`config.mk`:
```
export PLATFORM = sky130hd
export DESIGN_NAME = axi_stream_fifo
export DESIGN_NICKNAME = d
export VERILOG_FILES = /design/src/rtl/axi_stream_fifo.sv
export SDC_FILE = /design/constraint.sdc
export NUM_CORES = 1
export LEC_CHECK = 0
export ABC_AREA = 1
export ABC_CLOCK_PERIOD_IN_PS = 5900
export CORE_MARGIN = 1
export CORE_UTILIZATION = 57
export CTS_CLUSTER_SIZE = 10
export DETAILED_ROUTE_END_ITERATION = 6
export PLACE_DENSITY = 0.79
export SYNTH_ARGS = -nofsm -noshare
export SYNTH_HDL_FRONTEND = slang
export SYNTH_SLANG_ARGS = --single-unit
```
`constraint.sdc`:
```
create_clock -name aclk -period 5.9 [get_ports aclk]
set_clock_uncertainty 0.15 [all_clocks]
set_input_delay 1.77 -clock aclk [delete_from_list [all_inputs] [get_ports aclk]]
set_output_delay 1.77 -clock aclk [all_outputs]
set_load 0.03 [all_outputs]
```
`src/rtl/axi_stream_fifo.sv`:
```
`default_nettype none
// ---------------------------------------------------------------------------
// axi_stream_fifo : first-word-fall-through AXI4-Stream FIFO with level and
// packet counters.  Rev 1.0
// ---------------------------------------------------------------------------
module axi_stream_fifo #(
  parameter int DATA_WIDTH = 32,
  parameter int DEPTH      = 8,
  localparam int CNT_W     = $clog2(DEPTH) + 1
) (
  input  logic                  aclk,
  input  logic                  areset,
  input  logic [DATA_WIDTH-1:0] s_tdata,
  input  logic                  s_tvalid,
  output logic                  s_tready,
  input  logic                  s_tlast,
  output logic [DATA_WIDTH-1:0] m_tdata,
  output logic                  m_tvalid,
  input  logic                  m_tready,
  output logic                  m_tlast,
  output logic [CNT_W-1:0]      level,
  output logic [CNT_W-1:0]      pkt_count
);

  localparam int ADDR_W = $clog2(DEPTH);

  logic [DATA_WIDTH:0] mem [DEPTH];
  logic [ADDR_W-1:0]   wr_ptr;
  logic [ADDR_W-1:0]   rd_ptr;

  logic             push;
  logic             pop;
  logic             push_last;
  logic             pop_last;
  logic [CNT_W-1:0] level_nxt;
  logic [CNT_W-1:0] pkt_count_nxt;

  assign push      = s_tvalid && s_tready;
  assign pop       = m_tvalid && m_tready;
  assign push_last = push && s_tlast;
  assign pop_last  = pop && m_tlast;

  always_comb begin
    level_nxt     = level + CNT_W'(push) - CNT_W'(pop);
    pkt_count_nxt = pkt_count + CNT_W'(push_last) - CNT_W'(pop_last);
  end

  // Head entry is read combinationally so data is valid alongside the registered m_tvalid.
  assign {m_tlast, m_tdata} = mem[rd_ptr];

  always_ff @(posedge aclk) begin
    if (push) begin
      mem[wr_ptr] <= {s_tlast, s_tdata};
    end
  end

  always_ff @(posedge aclk) begin
    if (areset) begin
      wr_ptr    <= '0;
      rd_ptr    <= '0;
      level     <= '0;
      pkt_count <= '0;
      m_tvalid  <= 1'b0;
      s_tready  <= 1'b0;
    end else begin
      if (push) begin
        wr_ptr <= wr_ptr + ADDR_W'(1);
      end
      if (pop) begin
        rd_ptr <= rd_ptr + ADDR_W'(1);
      end
      level     <= level_nxt;
      pkt_count <= pkt_count_nxt;
      // Both handshake flags come from the next-state level, so neither
      // depends combinationally on the opposite side's inputs.
      m_tvalid  <= (level_nxt != '0);
      s_tready  <= (level_nxt < CNT_W'(DEPTH));
    end
  end

endmodule
`default_nettype wire

```
# == After elaboration in Yosys (flattened, before gate mapping) ==
# Memory sizes are Yosys's and may differ from the RTL's. A register that Yosys moved wholly into a read port is not among the register bits.
# Cells that the tools add are included.
# word_totals
latchBits,0
regBits,16
mem_bits_rw,264
rom_bits,0
output_inout_bits,43
word_cells,23
n_memories,1
# mem_list
memory,words,width,rd,rd_clocked_by_memory_dff,wr,line,source
mem,8,33,1,1,1,27,logic [DATA_WIDTH:0] mem [DEPTH];
# op_classes
n_div,0
bitwise,0
n_addsub,6
order_cmp,1
n_reduce_logical,5
muxes,4
n_shift,0
n_mul,0
n_eq_ne,0
# op_table
operator,n
$add 4x1->4,2
$sub 4x1->4,2
$add 3x1->3 const B,2
$mux 3,2
$logic_and 1x1->1,4
$lt 4x4->1 const B,1
$reduce_bool 4->1,1
$mux 1,2

# == Depth between registers and ports, before layout ==
# depth
word_depth,4
ltp_mapped,16
mapped_depth_nobuf,13

# == Worst setup path after synthesis ==
# Ideal clock, no wire load.
# synth_path
kind,input -> register
from,in s_tvalid
to,mem mem[0][0] in the netlist's numbering (enable)
slack_ps,1826
arrival_ps,3501
path_buffers,0
cell_stages,4
t_required_ps,5327
cell_sequence,nand2_1 > inv_1 > nand2_1 > nor2_1
# synth_via
elab_chain_len,3
# synth_rtl
element,line,source
"start, declared",14,"input logic s_tvalid,"
$logic_and 1x1->1,38,assign push = s_tvalid && s_tready;
$mux 1,52,if (push) begin
$mux 1 (implied by the code),53,"mem[wr_ptr] <= {s_tlast, s_tdata};"
"end, declared",27,
# Every way passes these cells.

==> results by group <==
Cells and area
  – Synthesis-to-finish area growth: 17.0%
  – Nets: 1131
  – Share of layout cells above drive strength 1: 5.96%
  – Ant. Diodes: 0

Synthesis
  – Synth area leader: edfxtp_1
  – Yosys cell types: 19
  – FF+latch count, synth: 283
  – Synth area leaders: edfxtp_1 69%, nor2_1 9.1%, nand2_1 6.2%
  – Syn Inst Count: 1003
  – Syn Std Cell Area: 11500 um^2
  – Seq/Total Area, Yosys: 72.5%
  – Avg Synthesized Cell Area: 11.4 um^2
  – YS warnings: 0
  – Synth Net Count: 1052
  – Share of the synthesized area in the top cell type: 69.2%

Placement
  – Port bufs: 79
  – Place WS: 1.05 ns
  – DP HPWL: 12800 um
  – Routability cong.: 0.727

Timing
  – Min Tclk post-route: 5.42 ns
  – Final WS setup: 0.482 ns
  – Final Hold Fails: 0
  – Final setup violation count: 0
  – RSZ-0062 raised after global routing: no
  – Worst-Margin Slew: 1.16 ns
  – Max transition margin: 22.2%
  – F_max: 185 MHz
  – Fin crit share: 91.8%
  – Max-slew violations: 0
  – TNS Setup: 0 ns
  – Hold WS: 0.312 ns

CTS
  – CTS root buf: clkbuf_16
  – Clk_lat worst skew: 0.50 ns
  – CTS tree: done
  – Post-CTS Hold Buffers: 0
  – CTS max path bufs: 3
  – H-tree Lvls: 2
  – Sink Count: 283
  – Clk pin slew, worst setup/hold paths: 0.05 ns
  – Post-CTS resize count: 0
  – CTS Buf Count: 34
  – Post-CTS Setup Bufs: 0

Floorplan
  – IO Pins: 80
  – Die Area: 20700 um^2
  – Site Rows: 51
  – Initial Utilization: 58.5%
  – Core Area: 19600 um^2
  – Die height: 144 um
  – Die W: 144 um

Route
  – Post-DRT Antenna Nets: 0
  – DRT Pass-1 Iters: 7
  – DR WL/cell: 17.7 um
  – Vias per Instance: 5.50
  – DRC Markers: 0
  – Initial DRC Count: 508
  – Vias after detailed routing: 7451
  – DRT Wirelength: 23900 um

Critical path
  – Worst setup EP type: output port
  – Critical path arrival: 3.50 ns
  – CP Launch Type: flop
  – Crit path required time: 3.98 ns
  – WS Path Type: flop to output port
  – Crit path max fanout: 81

GRT
  – Initial antenna violation count: 0
  – Total track usage: 24.2%
  – Total grt overflow: 0
  – Global-route wire length before repair: 37200 um
  – Largest net degree at the start of global routing: 82
  – Vias in the first global route: 7351

Power and ir drop
  – Leakage power: 4.93 nW
  – Power per standard cell area: 431 nW/um^2
  – Overall power: 5.77 mW
  – VDD IR max: 0.000265 V

Run status
  – Status: finished, final reports clean

Min path
  – Min-Delay Path Class: flop to flop

Flow run
  – Max-Cap Viols: 0
## routing by layer
layer	vias up	GRT usage, %	part of all wire, %
met5	-	0	0
met4	0	9.46	2.6
met3	62	4.17	6.9
met2	321	41.6	51
met1	3541	30.6	39
li1	3527	-	-
## layout by cell type (no fill, tap or decap)
cell type        synthesis  final
ha_1                    10     10
clkdlybuf4s50_1          0     79
clkinv_2                 0      1
nor2_4                   0      8
nand2_1                188    188
fa_1                     2      2
nand3_1                 11     11
o21ai_1                108    108
clkinv_4                 0      1
dfxtp_2                  0      1
dfxtp_1                 19     17
a21oi_1                  8      8
o21ai_0                 25     25
clkbuf_16                0     37
inv_1                   34     34
dfxtp_4                  0      1
edfxtp_1               264    264
xnor2_1                  1      1
clkbuf_1                10      6
nor2_1                 277    269
inv_2                    2      1
xor2_1                   3      3
buf_4                    2     15
## synth_stat cells
cell type,instances
inv_1,34
edfxtp_1,264
xor2_1,3
nand3_1,11
a21oi_1,8
dfxtp_1,19
clkbuf_1,10
buf_4,2
xnor2_1,1
o21ai_0,25
fa_1,2
o21ai_1,108
buf_1,7
buf_6,12
buf_2,20
nor2_1,277
inv_2,2
ha_1,10
nand2_1,188
## kinds of logic (layout without fill, tap and decap cells)
kind of cell    after synthesis  count (layout)  share of synthesized area (%)
fa+ha+maj                    12              12                           1.44
buf+inv                      87             174                           3.92
simple gates                476             476                           15.7
flops                       283             283                           72.5
xor+xnor                      4               4                          0.306
compound gates              141             141                           6.16
## stage by stage
stage | cells | utilization (%) | instance area (um^2)
6_report | 1355 | 68.4 | 13400
3_3_place_gp | 1311 | 63.6 | 12500
4_1_cts | 1355 | 68.4 | 13400
3_5_place_dp | 1311 | 63.6 | 12500
2_1_floorplan | 1003 | - | 11500
5_1_grt | 1355 | 68.4 | 13400
## final timing paths
kind / from / endpoint / slack (ns) / cells after the start
hold reg to reg: rd_ptr[2]$_SDFFE_PP0P_ / rd_ptr[2]$_SDFFE_PP0P_ / 0.31 / 2
hold / removal: rd_ptr[2]$_SDFFE_PP0P_ / rd_ptr[2]$_SDFFE_PP0P_ / 0.31 / 2
setup reg to reg: flop / pkt_count[1]$_SDFF_PP0_ / 3.02 / 12
setup / recovery: flop / m_tdata[15] / 0.48 / 9
## state kept, by name, indices dropped and copies added (netlist names), named ones only
name and flops:
m_tvalid 1, mem 264, level 4, wr_ptr 3, pkt_count 4, rd_ptr 3, s_tready 1
## critical path, cell delays in order, from the launching register on
cell             delay (ns)
dfxtp_4                0.35
buf_4                  0.47
buf_4                  0.78
nor2_1                 0.14
nor2_1                 0.11
o21ai_0                0.11
nand2_1                0.11
nand2_1                0.06
nand2_1                0.13
clkdlybuf4s50_1        0.69
## report_power, final
group / total [mW] / internal [mW] / switching [mW]
clock network: 1.83 / 1.11 / 0.723
registers: 2.32 / 2.28 / 0.0363
logic: 1.62 / 0.560 / 1.06
## layout make-up
type / count / area, um^2
clock inverters: 1 / 8.76
inverters: 36 / 136
repair buffers: 94 / 903
well taps: 265 / 332
fillers: 1336 / 6180
flip-flops and latches: 283 / 8310
multi-input cells: 633 / 2770
clock buffers: 43 / 948
Note: power is estimated with default switching activity, not from simulation.
==> patch (config.mk and constraints unchanged) <==
The parameter `DEPTH` goes from 8 to 16.
--- a/src/rtl/axi_stream_fifo.sv
+++ b/src/rtl/axi_stream_fifo.sv
@@ -6,5 +6,5 @@
 module axi_stream_fifo #(
   parameter int DATA_WIDTH = 32,
-  parameter int DEPTH      = 8,
+  parameter int DEPTH      = 16,
   localparam int CNT_W     = $clog2(DEPTH) + 1
 ) (
Ports: changed (resized level and pkt_count); port bits go from 80 to 82. No check against the original RTL was run, so the function may have changed too.
==> patch against the original RTL <==
Total power rose by 67%. Largest cell class unchanged. Sequential cell count rose by 269. Design area rose by 86%. Worst setup slack got worse by 0.11 ns. Synthesized area rose by 92%. Cell count rose by 70%. Largest power group unchanged. Routed wire length rose by 110%. Hold slack got worse by 0.012 ns.
==> patch: results (changes against the original RTL) <==
** Outcome
- Outcome: completed (unchanged).

** Logic synthesis
- The number of enable flip-flop cells after synthesis is 528 (was 264).
- Xor and xnor fraction of the mapped netlist area :: 0.1588% (was 0.3056%)
- Top area cells in the synthesized netlist :: sky130_fd_sc_hd__edfxtp_1 (72%), sky130_fd_sc_hd__o21ai_0 (5.1%), sky130_fd_sc_hd__nor2_1 (4.9%) (was sky130_fd_sc_hd__edfxtp_1 (69%), sky130_fd_sc_hd__nor2_1 (9.1%), sky130_fd_sc_hd__nand2_1 (6.2%))
- The main combinational cell family by area after synthesis is compound AO/OA/AOI/OAI gates (was simple AND/OR/NAND/NOR gates).
- The adder-cell share of the synthesized area came to 1.032% (was 1.441%).

** GRT
- Maximum number of pins on one net before global-route repair :: 197 (was 82)
- The met2 track demand over resource in global routing is 44.22% (was 41.62%).
- The wire length of the first global-routing pass came to 78050 um (was 37200 um).
- The met1 track utilization from global routing was 35.78% (was 30.64%).
- Total global routing track utilization :: 26.42% (was 24.18%)
- The global-route met3 utilization came to 3.662% (was 4.165%).

** Critical path
- The largest driver fanout on the critical path was 97 (was 81).
- The largest stage delay on the critical path is 0.68 ns (was 0.78 ns).
- R2R Setup Slk :: 1.93 ns (was 3.02 ns)
- Depth of the worst register-to-register path :: 17 (was 12)
- Critical Path End :: m_tdata[28] (was m_tdata[15])

** Finish
- Number of fill cells :: 2694 (was 1336)
- The area occupied by multi-input gates is 4857 um^2 (was 2766 um^2).
- The antenna diode count came to 1 (was 0).
- Non-clock buffer share :: 4.377% (was 6.738%)
- Largest registers: mem x528, level x5, pkt_count x5 (was mem x264, level x4, pkt_count x4).
- The count of placed standard cells in the final layout, fillers left out was 2298 (was 1355).
- Clk_buf instances :: 73 (was 43)

** Clock tree
- The clock sink total was 552 (was 283).
- Worst skew pair latency :: 0.61 ns (was 0.50 ns)
- Num CTS Buffers :: 61 (was 34)

** Place
- HPWL reported at the end of detailed placement :: 26010 um (was 12750 um)
- The number of I/O port buffers was 81 (was 79).
- The weighted congestion at the end of routability-driven global placement is 0.7744 (was 0.7269).

** Timing
- The fraction of the cycle the final worst path needs was 93.62% (was 91.83%).

** Drt
- Met1 Routed Length :: 20070 um (was 9442 um)
- The DRC marker count from the first detailed-route iteration was 1584 (was 508).

** Power and ir drop
- The maximum ir drop on the vdd rail is 0.3025 mV (was 0.2653 mV).
- The leakage power came to 0.008283 uW (was 0.004932 uW).
[patch: changes by cell type after synthesis, sizes merged, moves of 2 or more]
cell,delta
edfxtp,+264
o21ai,+131
o211ai,+128
nand2,-110
nand3,+70
inv,+69
a21oi,+68
clkbuf,+48
buf,+11
nor2,+11
dfxtp,+5
ha,+5
nor3,+2
[patch: worst min-delay path by stage]
stage / startpoint / slack [ns] / end / cells after the start
6_report: rd_ptr[3] / 0.30 / flip-flop / 1
3_3_place_gp: rd_ptr[3] / 0.27 / flip-flop / 1
3_5_place_dp: rd_ptr[3] / 0.28 / flip-flop / 1
4_1_cts: rd_ptr[3] / 0.31 / flip-flop / 1
5_1_grt: rd_ptr[3] / 0.34 / flip-flop / 1
2_1_floorplan: rd_ptr[3] / 0.26 / flip-flop / 1
[patch: power by group]
part	leakage, uW	switching [uW]	internal [uW]	total [uW]
Combinational	0.00253	1240	650	1890
Sequential	0.00495	72.9	4390	4470
Clock	0.000805	1380	1880	3260
Total	0.00828	2690	6920	9610
